File: config.mk
export PLATFORM = sky130hd
export DESIGN_NAME = fcvt_w_ctrl_flat
export DESIGN_NICKNAME = d
export VERILOG_FILES = /design/src/rtl/fp_pkg.sv /design/src/rtl/fcvt_w_ctrl_if.sv /design/src/rtl/fcvt_w_ctrl_f2i.sv /design/src/rtl/fcvt_w_ctrl.sv /design/src/flat_wrapper.sv
export SDC_FILE = /design/constraint.sdc
export NUM_CORES = 1
export LEC_CHECK = 0
export ABC_AREA = 1
export CORE_MARGIN = 10
export CORE_UTILIZATION = 39
export DETAILED_ROUTE_END_ITERATION = 10
export GPL_TIMING_DRIVEN = 0
export SLEW_MARGIN = 25
export SYNTH_ARGS = -nofsm -noshare
export SYNTH_HDL_FRONTEND = slang
export SYNTH_SLANG_ARGS = --single-unit
File: constraint.sdc
create_clock -name clk -period 11.9 [get_ports clk]
set_clock_uncertainty 0.05 [all_clocks]
set_input_delay 2.38 -clock clk [delete_from_list [all_inputs] [get_ports clk]]
set_output_delay 2.38 -clock clk [all_outputs]
set_load 0.05 [all_outputs]
File: src/rtl/fp_pkg.sv
// fp_pkg: shared definitions for the RV32F float-to-int conversion path.
//   - rounding-mode encodings (instruction rm field / fcsr.frm)
//   - fflags bit positions, {NV,DZ,OF,UF,NX}
//   - signed 32-bit saturation constants
//   - controller state enum
//   - rm legality helper
package fp_pkg;

  localparam logic [2:0] RM_RNE = 3'b000;
  localparam logic [2:0] RM_RTZ = 3'b001;
  localparam logic [2:0] RM_RDN = 3'b010;
  localparam logic [2:0] RM_RUP = 3'b011;
  localparam logic [2:0] RM_RMM = 3'b100;
  localparam logic [2:0] RM_DYN = 3'b111;

  localparam int FF_NV = 4;
  localparam int FF_DZ = 3;
  localparam int FF_OF = 2;
  localparam int FF_UF = 1;
  localparam int FF_NX = 0;

  localparam logic [31:0] INT_MAX = 32'h7FFF_FFFF;
  localparam logic [31:0] INT_MIN = 32'h8000_0000;

  typedef enum logic [1:0] {
    ST_IDLE = 2'b00,
    ST_CONV = 2'b01,
    ST_RESP = 2'b10
  } ctrl_state_e;

  // A resolved rounding mode of 101, 110 or 111 is reserved.
  function automatic logic rm_is_illegal(input logic [2:0] rm);
    case (rm)
      3'b101, 3'b110, 3'b111: rm_is_illegal = 1'b1;
      default:                rm_is_illegal = 1'b0;
    endcase
  endfunction

endpackage

File: src/rtl/fcvt_w_ctrl_if.sv
// fcvt_w_ctrl_if: request/response handshake bundle between the FP issue
// stage (master) and the FCVT.W.S controller (slave).
//   req_valid/req_ready : request handshake
//   req_a, req_rm, req_rd : operand, instruction rm field, destination tag
//   rsp_valid/rsp_ready : response handshake
//   rsp_data, rsp_rd, rsp_illegal : result, echoed tag, illegal-rm trap
interface fcvt_w_ctrl_if;
  logic        req_valid;
  logic        req_ready;
  logic [31:0] req_a;
  logic [2:0]  req_rm;
  logic [4:0]  req_rd;
  logic        rsp_valid;
  logic        rsp_ready;
  logic [31:0] rsp_data;
  logic [4:0]  rsp_rd;
  logic        rsp_illegal;

  modport master (
    output req_valid, req_a, req_rm, req_rd, rsp_ready,
    input  req_ready, rsp_valid, rsp_data, rsp_rd, rsp_illegal
  );

  modport slave (
    input  req_valid, req_a, req_rm, req_rd, rsp_ready,
    output req_ready, rsp_valid, rsp_data, rsp_rd, rsp_illegal
  );
endinterface

File: src/rtl/fcvt_w_ctrl_f2i.sv
// f2i: combinational IEEE-754 single to signed 32-bit integer converter.
//   a       in  32 : single-precision operand
//   rm      in  3  : rounding mode (RNE/RTZ/RDN/RUP/RMM; others treated as RTZ)
//   d       out 32 : rounded two's-complement result (meaningless when invalid)
//   invalid out 1  : NaN, infinity, or rounded value outside [-2^31, 2^31-1]
//   of      out 1  : finite out-of-range magnitude
//   uf      out 1  : never set by integer conversion
//   nx      out 1  : raw inexact (discarded fraction was nonzero)
module f2i
  import fp_pkg::*;
(
  input  logic [31:0] a,
  input  logic [2:0]  rm,
  output logic [31:0] d,
  output logic        invalid,
  output logic        of,
  output logic        uf,
  output logic        nx
);

  logic        sign_s;
  logic [7:0]  exp_s;
  logic [22:0] man_s;
  logic [23:0] sig_s;
  logic [63:0] fix_s;
  logic [31:0] int_s;
  logic        guard_s;
  logic        sticky_s;
  logic        inc_s;
  logic [31:0] mag_s;

  // Align the significand to a 32.32 fixed-point value, then round.
  // Exponents below 118 leave the value under 2^-8, so only sticky matters;
  // from 118 up the left shift of a 24-bit significand fits in 64 bits for
  // every exponent that can still yield a valid result (<= 158).
  always_comb begin
    sign_s   = a[31];
    exp_s    = a[30:23];
    man_s    = a[22:0];
    sig_s    = {(exp_s != 8'd0), man_s};
    fix_s    = 64'd0;
    int_s    = 32'd0;
    guard_s  = 1'b0;
    sticky_s = 1'b0;
    if (exp_s >= 8'd118) begin
      fix_s    = {40'd0, sig_s} << (exp_s - 8'd118);
      int_s    = fix_s[63:32];
      guard_s  = fix_s[31];
      sticky_s = |fix_s[30:0];
    end else begin
      sticky_s = (exp_s != 8'd0) || (man_s != 23'd0);
    end

    case (rm)
      RM_RNE:  inc_s = guard_s && (sticky_s || int_s[0]);
      RM_RTZ:  inc_s = 1'b0;
      RM_RDN:  inc_s = sign_s && (guard_s || sticky_s);
      RM_RUP:  inc_s = !sign_s && (guard_s || sticky_s);
      RM_RMM:  inc_s = guard_s;
      default: inc_s = 1'b0;
    endcase

    // Below exponent 158 the largest float is an integer < 2^31, so rounding
    // cannot carry out of range; at 158 only exactly -2^31 is representable.
    mag_s   = int_s + {31'd0, inc_s};
    invalid = (exp_s == 8'hFF) || (exp_s > 8'd158) ||
              ((exp_s == 8'd158) && !(sign_s && (man_s == 23'd0)));
    of      = invalid && (exp_s != 8'hFF);
    uf      = 1'b0;
    nx      = guard_s || sticky_s;
    if (sign_s) begin
      d = ~mag_s + 32'd1;
    end else begin
      d = mag_s;
    end
  end

endmodule

File: src/rtl/fcvt_w_ctrl.sv
// fcvt_w_ctrl: FCVT.W.S sequencing controller.
// Accepts a request, resolves the rounding mode, runs the f2i datapath for
// one cycle, applies RISC-V saturation, and holds the response until taken.
// Owns the sticky fflags register, which also accepts CSR writes.
//   clk, rst            : clock, synchronous active-high reset
//   bus (slave modport) : request/response handshake
//   csr_frm             : fcsr.frm, sampled at accept for dynamic rm
//   csr_fflags_we/wdata : CSR write to fflags, {NV,DZ,OF,UF,NX}
//   fflags              : sticky accrued flags
// Build option: FCVT_DYN_RM_EN -- when defined, rm=111 selects csr_frm;
// when undefined, rm=111 is always illegal and csr_frm is ignored.
module fcvt_w_ctrl
  import fp_pkg::*;
(
  input  logic                clk,
  input  logic                rst,
  fcvt_w_ctrl_if.slave        bus,
  input  logic [2:0]          csr_frm,
  input  logic                csr_fflags_we,
  input  logic [4:0]          csr_fflags_wdata,
  output logic [4:0]          fflags
);

  ctrl_state_e state_r;
  ctrl_state_e state_nxt_s;

  logic [31:0] a_r;
  logic [4:0]  rd_r;
  logic [2:0]  rm_r;
  logic        illegal_r;
  logic        rsp_valid_r;
  logic [31:0] rsp_data_r;
  logic [4:0]  rsp_rd_r;
  logic        rsp_illegal_r;
  logic [4:0]  fflags_r;

  logic        accept_s;
  logic [2:0]  rm_res_s;
  logic [31:0] f2i_d_s;
  logic        f2i_invalid_s;
  logic        f2i_nx_s;
  logic        a_is_nan_s;
  logic [31:0] result_s;
  logic [4:0]  flags_new_s;
  logic [4:0]  fflags_nxt_s;

  assign accept_s        = bus.req_valid && (state_r == ST_IDLE);
  assign bus.req_ready   = (state_r == ST_IDLE);
  assign bus.rsp_valid   = rsp_valid_r;
  assign bus.rsp_data    = rsp_data_r;
  assign bus.rsp_rd      = rsp_rd_r;
  assign bus.rsp_illegal = rsp_illegal_r;
  assign fflags          = fflags_r;

  // Rounding-mode resolution for the request currently offered.
`ifdef FCVT_DYN_RM_EN
  always_comb begin
    if (bus.req_rm == RM_DYN) begin
      rm_res_s = csr_frm;
    end else begin
      rm_res_s = bus.req_rm;
    end
  end
`else
  // Without dynamic rounding, 111 passes through and is caught as illegal.
  always_comb begin
    rm_res_s = bus.req_rm;
  end
`endif

  f2i u_f2i (
    .a       (a_r),
    .rm      (rm_r),
    .d       (f2i_d_s),
    .invalid (f2i_invalid_s),
    .of      (),
    .uf      (),
    .nx      (f2i_nx_s)
  );

  assign a_is_nan_s = (a_r[30:23] == 8'hFF) && (a_r[22:0] != 23'd0);

  // Saturated result and the flags this conversion contributes.
  always_comb begin
    result_s    = f2i_d_s;
    flags_new_s = 5'b00000;
    if (illegal_r) begin
      result_s    = 32'h0000_0000;
      flags_new_s = 5'b00000;
    end else if (f2i_invalid_s) begin
      result_s           = (a_r[31] && !a_is_nan_s) ? INT_MIN : INT_MAX;
      flags_new_s[FF_NV] = 1'b1;
    end else begin
      result_s           = f2i_d_s;
      flags_new_s[FF_NX] = f2i_nx_s;
    end
  end

  // Sticky flags: accrual on the CONV->RESP edge merges with a coincident CSR write.
  always_comb begin
    fflags_nxt_s = fflags_r;
    if (state_r == ST_CONV) begin
      if (csr_fflags_we) begin
        fflags_nxt_s = csr_fflags_wdata | flags_new_s;
      end else begin
        fflags_nxt_s = fflags_r | flags_new_s;
      end
    end else if (csr_fflags_we) begin
      fflags_nxt_s = csr_fflags_wdata;
    end else begin
      fflags_nxt_s = fflags_r;
    end
  end

  // Next-state logic: IDLE -> CONV -> RESP -> IDLE.
  always_comb begin
    state_nxt_s = state_r;
    case (state_r)
      ST_IDLE: begin
        if (accept_s) begin
          state_nxt_s = ST_CONV;
        end else begin
          state_nxt_s = ST_IDLE;
        end
      end
      ST_CONV: state_nxt_s = ST_RESP;
      ST_RESP: begin
        if (bus.rsp_ready) begin
          state_nxt_s = ST_IDLE;
        end else begin
          state_nxt_s = ST_RESP;
        end
      end
      default: state_nxt_s = ST_IDLE;
    endcase
  end

  // State register.
  always_ff @(posedge clk) begin
    if (rst) begin
      state_r <= ST_IDLE;
    end else begin
      state_r <= state_nxt_s;
    end
  end

  // Request capture at accept; rm and frm are frozen here for the whole conversion.
  always_ff @(posedge clk) begin
    if (rst) begin
      a_r       <= 32'd0;
      rd_r      <= 5'd0;
      rm_r      <= 3'd0;
      illegal_r <= 1'b0;
    end else if (accept_s) begin
      a_r       <= bus.req_a;
      rd_r      <= bus.req_rd;
      rm_r      <= rm_res_s;
      illegal_r <= rm_is_illegal(rm_res_s);
    end
  end

  // Response registers: loaded leaving CONV, held through backpressure.
  always_ff @(posedge clk) begin
    if (rst) begin
      rsp_valid_r   <= 1'b0;
      rsp_data_r    <= 32'd0;
      rsp_rd_r      <= 5'd0;
      rsp_illegal_r <= 1'b0;
    end else if (state_r == ST_CONV) begin
      rsp_valid_r   <= 1'b1;
      rsp_data_r    <= result_s;
      rsp_rd_r      <= rd_r;
      rsp_illegal_r <= illegal_r;
    end else if ((state_r == ST_RESP) && bus.rsp_ready) begin
      rsp_valid_r   <= 1'b0;
    end
  end

  // Sticky flag register.
  always_ff @(posedge clk) begin
    if (rst) begin
      fflags_r <= 5'b00000;
    end else begin
      fflags_r <= fflags_nxt_s;
    end
  end

endmodule
File: src/flat_wrapper.sv
// flat-port wrapper written by rule: the top's interface ports become plain ports
module fcvt_w_ctrl_flat import fp_pkg::*;
  (clk, rst, csr_frm, csr_fflags_we, csr_fflags_wdata, fflags, bus_req_valid, bus_req_a, bus_req_rm, bus_req_rd, bus_rsp_ready, bus_req_ready, bus_rsp_valid, bus_rsp_data, bus_rsp_rd, bus_rsp_illegal);
  fcvt_w_ctrl_if bus_i ();
  input  logic clk;
  input  logic rst;
  input  logic [2:0] csr_frm;
  input  logic csr_fflags_we;
  input  logic [4:0] csr_fflags_wdata;
  output logic [4:0] fflags;
  input wire logic [$bits(bus_i.req_valid)-1:0] bus_req_valid;
  input wire logic [$bits(bus_i.req_a)-1:0] bus_req_a;
  input wire logic [$bits(bus_i.req_rm)-1:0] bus_req_rm;
  input wire logic [$bits(bus_i.req_rd)-1:0] bus_req_rd;
  input wire logic [$bits(bus_i.rsp_ready)-1:0] bus_rsp_ready;
  output wire logic [$bits(bus_i.req_ready)-1:0] bus_req_ready;
  output wire logic [$bits(bus_i.rsp_valid)-1:0] bus_rsp_valid;
  output wire logic [$bits(bus_i.rsp_data)-1:0] bus_rsp_data;
  output wire logic [$bits(bus_i.rsp_rd)-1:0] bus_rsp_rd;
  output wire logic [$bits(bus_i.rsp_illegal)-1:0] bus_rsp_illegal;
  assign bus_i.req_valid = bus_req_valid;
  assign bus_i.req_a = bus_req_a;
  assign bus_i.req_rm = bus_req_rm;
  assign bus_i.req_rd = bus_req_rd;
  assign bus_i.rsp_ready = bus_rsp_ready;
  assign bus_req_ready = bus_i.req_ready;
  assign bus_rsp_valid = bus_i.rsp_valid;
  assign bus_rsp_data = bus_i.rsp_data;
  assign bus_rsp_rd = bus_i.rsp_rd;
  assign bus_rsp_illegal = bus_i.rsp_illegal;
  fcvt_w_ctrl u_core (.clk(clk), .rst(rst), .bus(bus_i), .csr_frm(csr_frm), .csr_fflags_we(csr_fflags_we), .csr_fflags_wdata(csr_fflags_wdata), .fflags(fflags));
endmodule
---- Word level (Yosys, flattened, before mapping) ----
Index checks and enable logic that the tools add are counted.
word-level totals
  flip-flop bits (word level) ............. 87
  bits of input ports ..................... 53
  output and inout bits ................... 45
  logic and storage cells ................. 76
operators by class
  add/subtract/negate cells ............... 3
  magnitude comparators ................... 2
  equality and inequality tests ........... 10
  shift operators ......................... 1
  muxes and demuxes ....................... 21
  bitwise gates (word level) .............. 3
  reduce and logical (&&, ||, !) cells .... 26
operator list
  cell                     number
  $mux W32                 5
  $shl A24 B8 Y64          1
  $add A32 B1 Y32          1
  $add A32 B1 Y32 const B  1
  $not A32 Y32             1
  $reduce_or A31 Y1        1
  $logic_not A23 Y1        1
  $reduce_bool A23 Y1      1
  $eq A8 B8 Y1 const B     2
  $mux W5                  3
  $eq A3 B3 Y1 const B     4
  $mux W1                  10
  $or A5 B5 Y5             2
  $logic_and A1 B1 Y1      9
  $ge A8 B7 Y1 const B     1
  $gt A8 B8 Y1 const B     1
  $reduce_bool A8 Y1       1
  $sub A8 B7 Y8 const B    1
  $eq A3 B2 Y1 const B     2
  $pmux W2 S3              1
  $logic_or A1 B1 Y1       5
  $pmux W1 S4              1
  $reduce_bool A2 Y1       2
  $logic_not A1 Y1         3
  other kinds (6)          6

---- Depth between registers and ports, before layout ----
Gate-level depths: netlist of the first run.
  depth in word-level cells ............... 13
  depth in mapped cells ................... 41
  gate-level depth less buffers ........... 40

---- Modules after synthesis ----
From an unflattened synthesis of the first run, not the netlist that was laid out.
unflattened totals
  cells, all modules ...................... 1,451
  area total of the unflattened synthesis .. 8,271.7 um^2
by module, submodules not included
  module       instances  cells each  area an instance (um^2)  sequential area each (um^2)
  f2i          1          1,003       4,783.3                  0.0
  fcvt_w_ctrl  1          448         3,488.3                  1,741.7

---- Worst setup path before layout of the first run ----
OpenSTA, ideal clock, no wires.
  path type ............................... flip-flop to flip-flop
  from .................................... reg u_core.a_r[24]
  to ...................................... reg u_core.rsp_data_r[16] (netlist: u_core.bus.rsp_data[16])
  library setup time ...................... 0.132 ns
  arrival time ............................ 4.517 ns
  required time ........................... 11.718 ns
  setup slack ............................. 7.201 ns
  cell stages (with the launch flop) ...... 31
  buffers on the path ..................... 4
  period minus slack after synthesis ...... 4.699 ns
  cell sequence ........................... dfxtp_1 > buf_4 > a21oi_2 > xor2_2 > buf_2 > buf_2 > buf_1 > nor2_1 > a31oi_1 > nand4_1 > nor4_1 > nand4_1 > a21oi_1 > o21ai_0 > nand4_1 > o31ai_1 > ha_1 > ha_1 > inv_1 > ha_1 > inv_1 > nor2_1 > nand3_1 > nor2_1 > nand2_1 > nor2_1 > nor2_2 > nor2_4 > o21ai_0 > o21ai_0 > a21oi_1
on the way
  word-level cells in the longest chain between the ends .. 13
  elaborated cells on any way between the ends .. 31
  classes of those cells .................. 3 x add/sub; 2 x order compare; 2 x eq/ne; 1 x shift; 8 x mux; 1 x bitwise; 14 x reduce/logical
RTL lines
  element                                                     RTL line                                                             RTL
  from (decl)                                                 fcvt_w_ctrl.sv:27                                                    logic [31:0] a_r;
  from (signal assigned)                                      fcvt_w_ctrl.sv:155                                                   a_r <= bus.req_a;
  $sub A8 B7 Y8 / $reduce_bool A8 Y1 (equally long branches)  fcvt_w_ctrl_f2i.sv:46, fcvt_w_ctrl_f2i.sv:40, fcvt_w_ctrl_f2i.sv:51
  $shl A24 B8 Y64                                             fcvt_w_ctrl_f2i.sv:46                                                fix_s = {40'd0, sig_s} << (exp_s - 8'd118);
  $reduce_or A31 Y1                                           fcvt_w_ctrl_f2i.sv:49                                                sticky_s = |fix_s[30:0];
  $mux W1                                                     fcvt_w_ctrl_f2i.sv:45                                                if (exp_s >= 8'd118) begin
  $logic_or A1 B1 Y1 (on tied branches)                       fcvt_w_ctrl_f2i.sv:57, fcvt_w_ctrl_f2i.sv:58, fcvt_w_ctrl_f2i.sv:55
  $logic_and A1 B1 Y1 (on tied branches)                      fcvt_w_ctrl_f2i.sv:58, fcvt_w_ctrl_f2i.sv:55, fcvt_w_ctrl_f2i.sv:57
  $pmux W1 S4                                                 fcvt_w_ctrl_f2i.sv:54                                                case (rm)
  $add A32 B1 Y32                                             fcvt_w_ctrl_f2i.sv:65                                                mag_s = int_s + {31'd0, inc_s};
  $not A32 Y32                                                fcvt_w_ctrl_f2i.sv:72                                                d = ~mag_s + 32'd1;
  $add A32 B1 Y32                                             fcvt_w_ctrl_f2i.sv:72
  $mux W32                                                    fcvt_w_ctrl_f2i.sv:71                                                if (sign_s) begin
  $mux W32 *                                                  fcvt_w_ctrl.sv:90                                                    end else if (f2i_invalid_s) begin
  $mux W32 *                                                  fcvt_w_ctrl.sv:87                                                    if (illegal_r) begin
  to (signal assigned)                                        fcvt_w_ctrl.sv:171                                                   rsp_data_r <= result_s;
  to (decl)                                                   fcvt_w_ctrl.sv:32                                                    logic [31:0] rsp_data_r;
Mark *: on every way between the ends. The rest lies on a longest branch, timed or not.
A chain may end at the register's enable or synchronous reset.

---- Final worst setup path of the first run ----
  from .................................... reg u_core.a_r[25]
  to ...................................... reg u_core.rsp_data_r[28] (netlist: u_core.bus.rsp_data[28])
The elaborated chain is that of the path after synthesis.

==> results by group, run 1 <==
Clock tree
  – TritonCTS buffer count: 9
  – Sink Count: 87
  – H-tree level count: 3
  – Worst-skew pair later-pin latency: 0.35 ns
  – Clock slew at reported path FFs: 0.07 ns
  – Root Buffer: clkbuf_16
  – CTS Hold Bufs: 0
  – CTS Buffer Depth: 2
  – Post-CTS sizing: 0
  – Postcts setup bufs: 0
  – CTS tree: done

Yosys
  – Area contributors post-synth: dfxtp_1 (22%), nand2_1 (18%), nand3_1 (15%), a21oi_1 (6.0%), nand4_1 (5.5%)
  – Post-synth top cells: nand2_1 (373), nand3_1 (228), nor2_1 (101), a21oi_1 (93), dfxtp_1 (87)
  – Ys Warns: 0
  – Yosys top cell area share: 22.4%
  – Mean Syn Cell Area: 5.88 um^2
  – Simple-gate share of the synthesized area: 52.2%
  – Synth Area in Adders: 0.644%
  – Compound-Gate Fraction of Synth Area: 13.9%
  – Unique masters post-synth: 49
  – Post-synthesis mux area share: 0%
  – Synth Instances: 1,322
  – Synth Area in XOR/XNOR: 0.966%
  – Most frequent cell after synthesis: nand2_1
  – Top FF cell, synth: dfxtp_1
  – Register bit total from synthesis: 87
  – Ys async rst share: 0%
  – Largest family of logic cells by synthesized area: simple AND/OR/NAND/NOR gates
  – Area leader, netlist: dfxtp_1
  – Mapped cell area: 0.00777 mm^2
  – Net Count, Synth: 1,379
  – Number of synthesized flops with an enable pin: 0
  – Sequential fraction of the synthesis area: 22.4%

Route
  – Drt drc: 0
  – DR pass1 iterations: 5
  – Via-to-Cell Ratio: 5.50
  – Final wirelength: 30.9 mm
  – Detailed-route wire length per cell: 18.2 um
  – DR vias: 9,336
  – Iteration-0 DRC Markers: 896
  – Final ANT Viol Nets: 0

STA
  – Rel. slew slack: 47.0%
  – Slew Viols, Final: 0
  – Crit path time final: 6.67 ns
  – Worst-Margin Slew: 0.796 ns
  – Final hold violation count: 0
  – Total negative slack: 0 ns
  – Finish-stage setup viols: 0
  – RSZ-0062 raised after global routing: no
  – Post-route clock period utilization: 56.1%
  – Max Fclk: 150 MHz

Pwr
  – Maximum vdd drop: 0.0733 mV
  – Static Leakage: 3.94 nW
  – Pwr dens: 112 mW/mm^2

Place
  – PortBufs: 93
  – DPL Wire Length: 25.3 mm
  – Final GP Congestion: 1.01
  – Placed cell area: 0.00903 mm^2

Hold path
  – Tightest Hold Check Type: flop to flop
  – WHS Path Cells: 2

Floorplanning
  – Starting density of the core: 39.8%
  – Die X-Extent: 161 um
  – Die height: 161 um
  – Core area: 0.0195 mm^2
  – Die ar.: 0.0260 mm^2
  – Row count: 51
  – Boundary pin count: 98

Critical path
  – R2r worst-path depth: 29
  – Kind of critical path: flop to flop
  – Required @ worst endpoint: 12.10 ns
  – Arr. time, crit path: 6.87 ns
  – Setup crit end kind: flop
  – Slowest CP cell: a31oi_1
  – Critical Path Source Type: flop
  – Crit-path max FO: 10
  – CP peak stage delay: 0.55 ns

Flow run
  – Maxcap violations: 0

Layout
  – Final net count: 1,483
  – Layout area overhead: 20.3%
  – Layout cells sized above 1: 9.85%
  – Antenna cells: 0
  – Post-route cell area: 0.00934 mm^2

Global route
  – Global-route met1 utilization: 31.7%
  – M2 GR Usage: 35.5%
  – First-pass GRT wire length: 48.0 mm
  – GR met3 Demand/Resource: 4.98%
  – Vias in the first global route: 8,516
  – GRT busiest layer: met2
  – Largest net degree at the start of global routing: 18
  – Initial antenna violation count: 0
  – All-Layer GR Usage: 22.9%
  – Remaining global-route overflow: 0

Run status
  – Status: finished clean
## cell families (layout without fill, tap and decap cells)
logic type / after synthesis / after routing
simple gates: 858 / 858
compound gates: 190 / 190
buf+inv: 177 / 286
flops: 87 / 87
xor+xnor: 6 / 6
fa+ha+maj: 4 / 4
## through the flow
step | hold slack [ns] | setup slack, ns | util [%] | cells | total power [mW]
floorplan | 0.395 | 7.20 | - | 1322 | 0.606
global placement | 0.401 | 5.22 | 46.3 | 1680 | 0.745
detailed placement | 0.405 | 5.36 | 46.3 | 1680 | 0.741
CTS | 0.417 | 5.35 | 47.9 | 1696 | 1.05
global route | 0.433 | 4.75 | 47.9 | 1696 | 1.11
finish | 0.413 | 5.23 | 47.9 | 1696 | 1.05
## per-layer routing
metal / vias up / wire [um]
met5: - / 0
met3: 32 / 2360
met4: 0 / 437
met2: 349 / 13600
met1: 4252 / 14500
li1: 4703 / -
## registers in the layout (all words and copies together), names as in the netlist
register                cells
u_core.a_r                 32
u_core.bus.rsp_data        32
u_core.bus.rsp_rd           5
u_core.fflags               5
u_core.rd_r                 5
u_core.rm_r                 3
u_core.state_r              2
u_core.bus.rsp_illegal      1
u_core.bus.rsp_valid        1
u_core.illegal_r            1
## power breakdown
group / internal, mW / switching (mW) / leakage [nW]
clock: 0.168 / 0.135 / 0.150
sequential: 0.308 / 0.0149 / 0.711
combinational: 0.128 / 0.294 / 3.08
total: 0.604 / 0.444 / 3.94
## path summary, 6_finish.rpt
kind	from	to	slack, ns
max	u_core.a_r[25]	u_core.bus.rsp_data[28]	5.23
max reg2reg	u_core.a_r[25]	u_core.bus.rsp_data[28]	5.23
min	u_core.bus.rsp_data[3]	u_core.bus.rsp_data[3]	0.41
min reg2reg	u_core.bus.rsp_data[3]	u_core.bus.rsp_data[3]	0.41
## worst max-delay path, delay by kind of cell, from the launching register on
| kind | cells | cell delay (ns) |
|---|---|---|
| flops | 1 | 0.44 |
| buf+inv | 5 | 1.25 |
| compound gates | 7 | 1.55 |
| simple gates | 12 | 1.95 |
| fa+ha+maj | 4 | 1.14 |
| xor+xnor | 1 | 0.18 |
## cells in the final DEF, fill, tap and decap left out, types with 6 or more instances in the layout
master           netlist  routed
a31oi_1                6       6
inv_1                 82      82
nor2_1               101     101
buf_1                  7       7
nand3_1              228     228
o21ai_1                7       7
inv_2                 15      15
buf_2                 21      21
clkbuf_16              0       9
o21ai_0               51      51
dfxtp_1               87      87
nor3_1                 9       9
nor2_4                 9       9
clkbuf_1              30      30
nand2_2               12      12
nand2_1              373     373
clkdlybuf4s50_1        0      93
nor4_1                10      10
nand4_1               68      68
nand3_2               12      12
a211oi_1              14      14
nor2_2                15      15
buf_4                 12      12
a21oi_1               93      93
nand3b_1               7       7
## layout make-up
type	instances	area, um^2
plain buffers	76	394
clock buffers	9	225
clock inverters	7	86.3
fillers	2197	10200
inverters	101	379
multi-input cells	1058	5260
flip-flops and latches	87	1740
well taps	265	332
repair buffers	93	931
No activity file was read; power rests on OpenSTA's default activity.
==> inputs of run 2 (changes only) <==
- clock period: 11.9 -> 5.9 ns (I/O delays scaled with it)
==> results by group, run 2 (synthesis results as in run 1) <==
Clock tree
  – H-tree level count: 3 (unchanged)
  – Worst-skew pair later-pin latency: 0.36 ns (was 0.35 ns)
  – Root Buffer: clkbuf_16 (unchanged)
  – CTS Hold Bufs: 0 (unchanged)
  – TritonCTS buffer count: 9 (unchanged)
  – Sink Count: 87 (unchanged)
  – CTS Buffer Depth: 2 (unchanged)
  – CTS tree: done (unchanged)
  – Clock slew at reported path FFs: 0.07 ns (about the same)

Critical path
  – Most used cell, CP: nand2_1
  – Arr. time, crit path: 5.80 ns (was 6.87 ns)
  – Worst r2r src: u_core.a_r[25] (unchanged)
  – R2r endpoint: u_core.bus.rsp_data[28] (unchanged)
  – R2r worst-path depth: 35 (was 29)
  – Slowest CP cell: or2_2 (was a31oi_1)
  – CP peak stage delay: 0.40 ns (was 0.55 ns)
  – Reg2Reg Setup Slack: 0.31 ns (was 5.23 ns)
  – Kind of critical path: flop to flop (unchanged)
  – Critical Path Source Type: flop (unchanged)
  – Crit-path max FO: 9 (was 10)
  – Setup crit end kind: flop (unchanged)
  – Required @ worst endpoint: 6.10 ns (was 12.10 ns)

Place
  – DPL Wire Length: 25.3 mm (unchanged)
  – Placed cell count: 1,680 (unchanged)
  – Final GP Congestion: 1.01 (unchanged)
  – PortBufs: 93 (unchanged)

Run status
  – Status: finished clean (unchanged)

Hold path
  – Tightest Hold Check Type: flop to flop (unchanged)
  – Endpoint, Worst Hold: u_core.bus.rsp_data[3] (unchanged)
  – HP Start: u_core.bus.rsp_data[3] (unchanged)
  – WHS Path Cells: 2 (unchanged)

Floorplanning
  – Starting density of the core: 39.8% (unchanged)
  – Boundary pin count: 98 (unchanged)
  – Row count: 51 (unchanged)
  – Die ar.: 0.0260 mm^2 (unchanged)
  – Core area: 0.0195 mm^2 (unchanged)
  – Die height: 161 um (unchanged)
  – Die X-Extent: 161 um (unchanged)

STA
  – Crit path time final: 5.59 ns (was 6.67 ns)
  – Final hold violation count: 0 (unchanged)
  – Total negative slack: 0 ns (unchanged)
  – Finish-stage setup viols: 0 (unchanged)
  – Max Fclk: 179 MHz (was 150 MHz)
  – Worst-Margin Slew: 0.778 ns (was 0.796 ns)
  – Slew Viols, Final: 0 (unchanged)
  – RSZ-0062 raised after global routing: no (unchanged)
  – Post-route clock period utilization: 94.8% (was 56.1%)
  – Rel. slew slack: 48.1% (was 47.0%)

Global route
  – First-pass GRT wire length: 48.2 mm (was 48.0 mm)
  – M2 GR Usage: 35.8% (was 35.5%)
  – GRT busiest layer: met2 (unchanged)
  – Global-route met1 utilization: 31.8% (was 31.7%)
  – All-Layer GR Usage: 22.9% (about the same)
  – Vias in the first global route: 8,521 (was 8,516)
  – Initial antenna violation count: 0 (unchanged)
  – Largest net degree at the start of global routing: 18 (unchanged)
  – Remaining global-route overflow: 0 (unchanged)
  – GR met3 Demand/Resource: 4.91% (was 4.98%)

Pwr
  – Flop pwr share: 30.3% (was 30.8%)
  – P_sw: 0.912 mW (was 0.444 mW)
  – Sw Ratio: 42.4% (about the same)
  – Clock power share: 28.5% (was 28.9%)
  – Maximum vdd drop: 0.150 mV (was 0.0733 mV)
  – Pwr dens: 226 mW/mm^2 (was 112 mW/mm^2)
  – Power share of the combinational group: 41.2% (was 40.3%)
  – Static Leakage: 4.00 nW (was 3.94 nW)
  – Internal power: 1.24 mW (was 0.604 mW)

Route
  – DR pass1 iterations: 6 (was 5)
  – Detailed-route wire length per cell: 18.3 um (was 18.2 um)
  – Drt drc: 0 (unchanged)
  – Via-to-Cell Ratio: 5.53 (was 5.50)
  – DR vias: 9,412 (was 9,336)
  – Iteration-0 DRC Markers: 949 (was 896)
  – Final ANT Viol Nets: 0 (unchanged)
  – Final wirelength: 31.1 mm (was 30.9 mm)

Layout
  – Commonest non-fill, non-tap cell in the layout: nand2_1 (unchanged)
  – Most frequent cells in the layout: nand2_1 (371), nand3_1 (228), nor2_1 (98), clkdlybuf4s50_1 (93), a21oi_1 (92) (was nand2_1 (373), nand3_1 (228), nor2_1 (101), a21oi_1 (93), clkdlybuf4s50_1 (93))
  – Final core utilization: 48.8% (was 47.9%)
  – Antenna cells: 0 (unchanged)
  – Layout cells sized above 1: 12.0% (was 9.85%)
  – Layout area overhead: 22.5% (was 20.3%)
  – Finished Layout Cells: 1,701 (was 1,696)
  – Final net count: 1,488 (was 1,483)

Flow run
  – Maxcap violations: 0 (unchanged)
==> run 2: metrics by stage <==
| stage | hold WS [ns] | total power, mW | cell area, um^2 | setup slack (ns) |
|---|---|---|---|---|
| floorplan | 0.395 | 1.22 | 7770 | 1.20 |
| detailed placement | 0.405 | 1.50 | 9030 | -0.643 |
| global route | 0.433 | 2.27 | 9520 | 0.00406 |
| finish | 0.414 | 2.15 | 9520 | 0.306 |
| global placement | 0.401 | 1.50 | 9030 | -0.781 |
| CTS | 0.417 | 2.13 | 9410 | 0.0127 |
==> run 2: worst max path at each step <==
stage,start,end,slack [ns]
after global placement,u_core.a_r[25],u_core.bus.rsp_data[28],-0.78
after CTS,u_core.a_r[25],u_core.bus.rsp_data[28],0.01
final,u_core.a_r[25],u_core.bus.rsp_data[28],0.31
after floorplan,u_core.a_r[24],u_core.bus.rsp_data[16],1.20
after global routing,u_core.a_r[24],u_core.bus.rsp_data[26],0.004
after detailed placement,u_core.a_r[25],u_core.bus.rsp_data[28],-0.64
==> run 2: timing repair <==
action                                  4_1_cts  5_1_grt
pin swaps                                     1        8
endpoints found under the setup margin       27       25
gates resized for setup                      13       38
buffers inserted                              2        4
==> run 2: routing by layer <==
| layer | up-vias | wire [um] |
|---|---|---|
| met4 | 0 | 354 |
| met1 | 4285 | 14500 |
| met5 | - | 0 |
| met3 | 29 | 2580 |
| li1 | 4707 | - |
| met2 | 391 | 13700 |
==> run 2: layout make-up <==
type                       instances  area, um^2
sequential                        87        1750
inverter                         101         379
clock inverter                     7        86.3
multi-input combinational       1058        5350
fill                            2176       10000
tap                              265         332
timing repair buffer              99         976
clock buffer                       9         225
buffer                            75         417
==> run 2: worst max-delay path: cells and delay by family, from the launching register on <==
kind	cells	cell delay, ns
AND/OR/NAND/NOR	22	2.94
flip-flops	1	0.38
buffers and inverters	5	0.51
adder cells (fa/ha/maj)	3	0.72
AO/OA/AOI/OAI	5	0.91
==> run 2: power groups by stage <==
stage / sequential [mW] / clock (mW) / combinational [mW]
after floorplan: 0.701 / 0 / 0.522
after detailed placement: 0.664 / 0 / 0.831
after global routing: 0.657 / 0.650 / 0.959
after global placement: 0.664 / 0 / 0.840
after CTS: 0.651 / 0.630 / 0.848
final: 0.652 / 0.614 / 0.886
==> inputs of run 3 (changes only) <==
- CAP_MARGIN: default -> 30
- CORE_MARGIN: 10 -> 2
==> results by group, run 3 (synthesis results as in run 1) <==
STA
  – Crit path time final: 5.53 ns (was 5.59 ns)
  – Finish-stage setup viols: 0 (unchanged)
  – Final hold violation count: 0 (unchanged)
  – Worst-Margin Slew: 0.833 ns (was 0.778 ns)
  – Max Fclk: 181 MHz (was 179 MHz)
  – Post-route clock period utilization: 93.7% (was 94.8%)
  – WHS: 0.415 ns (was 0.414 ns)
  – Slew Viols, Final: 0 (unchanged)
  – Rel. slew slack: 44.5% (was 48.1%)

Clock tree
  – CTS Hold Bufs: 0 (unchanged)
  – CTS Buffer Depth: 2 (unchanged)
  – Clock slew at reported path FFs: 0.07 ns (about the same)
  – Worst-skew pair later-pin latency: 0.35 ns (was 0.36 ns)
  – H-tree level count: 3 (unchanged)
  – TritonCTS buffer count: 9 (unchanged)
  – CTS tree: done (unchanged)
  – Sink Count: 87 (unchanged)
  – Root Buffer: clkbuf_16 (unchanged)

Layout
  – Fillcell total: 2,154 (was 2,176)
  – Final core utilization: 48.7% (was 48.8%)
  – Layout cells sized above 1: 11.7% (was 12.0%)
  – Most frequent cells in the layout: nand2_1 (372), nand3_1 (228), nor2_1 (100), clkdlybuf4s50_1 (93), a21oi_1 (92) (was nand2_1 (371), nand3_1 (228), nor2_1 (98), clkdlybuf4s50_1 (93), a21oi_1 (92))
  – Finished Layout Cells: 1,700 (was 1,701)
  – Final net count: 1,487 (was 1,488)
  – Layout area overhead: 22.4% (was 22.5%)
  – Antenna cells: 0 (unchanged)
  – Commonest non-fill, non-tap cell in the layout: nand2_1 (unchanged)

Pwr
  – Internal power: 1.24 mW (about the same)
  – Maximum vdd drop: 0.177 mV (was 0.150 mV)
  – P_sw: 0.900 mW (was 0.912 mW)
  – Static Leakage: 3.99 nW (was 4.00 nW)
  – Total power: 2.14 mW (was 2.15 mW)
  – Flop pwr share: 30.5% (was 30.3%)
  – Clock power share: 28.4% (was 28.5%)
  – Pwr dens: 225 mW/mm^2 (was 226 mW/mm^2)
  – Sw Ratio: 42.1% (was 42.4%)
  – Power share of the combinational group: 41.1% (was 41.2%)

Critical path
  – CP delay by family, top: simple AND/OR/NAND/NOR gates (unchanged)
  – Most used cell, CP: nand3_1 (was nand2_1)
  – CP peak stage delay: 0.38 ns (was 0.40 ns)
  – Kind of critical path: flop to flop (unchanged)
  – Setup crit end kind: flop (unchanged)
  – Arr. time, crit path: 5.69 ns (was 5.80 ns)
  – Critical Path Source Type: flop (unchanged)
  – CP bufs+invs: 2 (was 5)
  – Slowest CP cell: dfxtp_4 (was or2_2)
  – Required @ worst endpoint: 6.07 ns (was 6.10 ns)
  – Crit-path max FO: 10 (was 9)

Floorplanning
  – Boundary pin count: 98 (unchanged)
  – Core area: 0.0195 mm^2 (unchanged)
  – Starting density of the core: 39.8% (unchanged)
  – Die height: 145 um (was 161 um)
  – Die X-Extent: 145 um (was 161 um)
  – Row count: 51 (unchanged)
  – Die ar.: 0.0211 mm^2 (was 0.0260 mm^2)

Global route
  – Initial antenna violation count: 0 (unchanged)
  – All-Layer GR Usage: 27.8% (was 22.9%)
  – Vias in the first global route: 8,576 (was 8,521)
  – First-pass GRT wire length: 47.3 mm (was 48.2 mm)
  – Remaining global-route overflow: 0 (unchanged)
  – Largest net degree at the start of global routing: 18 (unchanged)

Place
  – Placed cell count: 1,680 (unchanged)
  – PortBufs: 93 (unchanged)
  – Final GP Congestion: 1.03 (was 1.01)
  – DPL Wire Length: 23.9 mm (was 25.3 mm)

Route
  – DR pass1 iterations: 5 (was 6)
  – Detailed-route wire length per cell: 17.6 um (was 18.3 um)
  – DR vias: 9,477 (was 9,412)
  – Final ANT Viol Nets: 0 (unchanged)
  – Drt drc: 0 (unchanged)
  – Final wirelength: 29.9 mm (was 31.1 mm)
  – Iteration-0 DRC Markers: 1,106 (was 949)
  – Via-to-Cell Ratio: 5.57 (was 5.53)

Flow run
  – Maxcap violations: 0 (unchanged)

Run status
  – Status: finished clean (unchanged)

Hold path
  – Tightest Hold Check Type: flop to flop (unchanged)
## run 3: layout make-up
class                      instances  area [um^2]  area share (%)
multi-input combinational       1058         5350            56.2
timing repair buffer              98          968            10.2
sequential                        87         1750            18.4
tap                              265          332            3.49
inverter                         101          379            3.99
clock inverter                     7         87.6           0.921
clock buffer                       9          225            2.37
buffer                            75          415            4.37
## run 3: worst reg2reg max path, delay by kind of cell (launching register included)
kind / cells / cell delay, ns
simple gates: 22 / 2.68
compound gates: 5 / 0.96
fa+ha+maj: 3 / 0.71
flops: 1 / 0.38
xor+xnor: 1 / 0.35
buf+inv: 2 / 0.30
## run 3: power by group through the flow
stage,Sequential [mW],Combinational [mW],Clock (mW)
6_report,0.653,0.878,0.608
5_1_grt,0.657,0.951,0.643
4_1_cts,0.651,0.838,0.620
3_5_place_dp,0.664,0.823,0
3_3_place_gp,0.664,0.828,0
2_1_floorplan,0.701,0.522,0
## run 3: stage by stage
step,cell area [um^2],TNS (ns),setup slack (ns)
2_1_floorplan,7770,0,1.20
3_3_place_gp,9030,-8.05,-0.513
3_5_place_dp,9030,-7.39,-0.477
4_1_cts,9400,0,0.00594
5_1_grt,9510,-0.0655,-0.0402
6_report,9510,0,0.371
## run 3: timing repair
action | in CTS | in global routing
resized for setup | 13 | 30
setup buffers | 2 | 3
setup endpoints to repair | 24 | 26
pin swaps | 1 | 5
## run 3: per-layer routing
metal,vias up,track usage [%],wire length (um)
met3,47,4.97,2230
li1,4710,-,-
met5,-,0,0
met2,403,44.0,13400
met1,4317,38.6,13600
met4,0,8.09,676
## run 3: path summary, 6_finish.rpt
check	cells past startpoint	slack (ns)	from	endpoint
hold / removal	2	0.41	u_core.bus.rsp_data[7]	u_core.bus.rsp_data[7]
setup / recovery	33	0.37	u_core.a_r[25]	u_core.bus.rsp_data[23]
hold reg to reg	2	0.41	u_core.bus.rsp_data[7]	u_core.bus.rsp_data[7]
setup reg to reg	33	0.37	u_core.a_r[25]	u_core.bus.rsp_data[23]
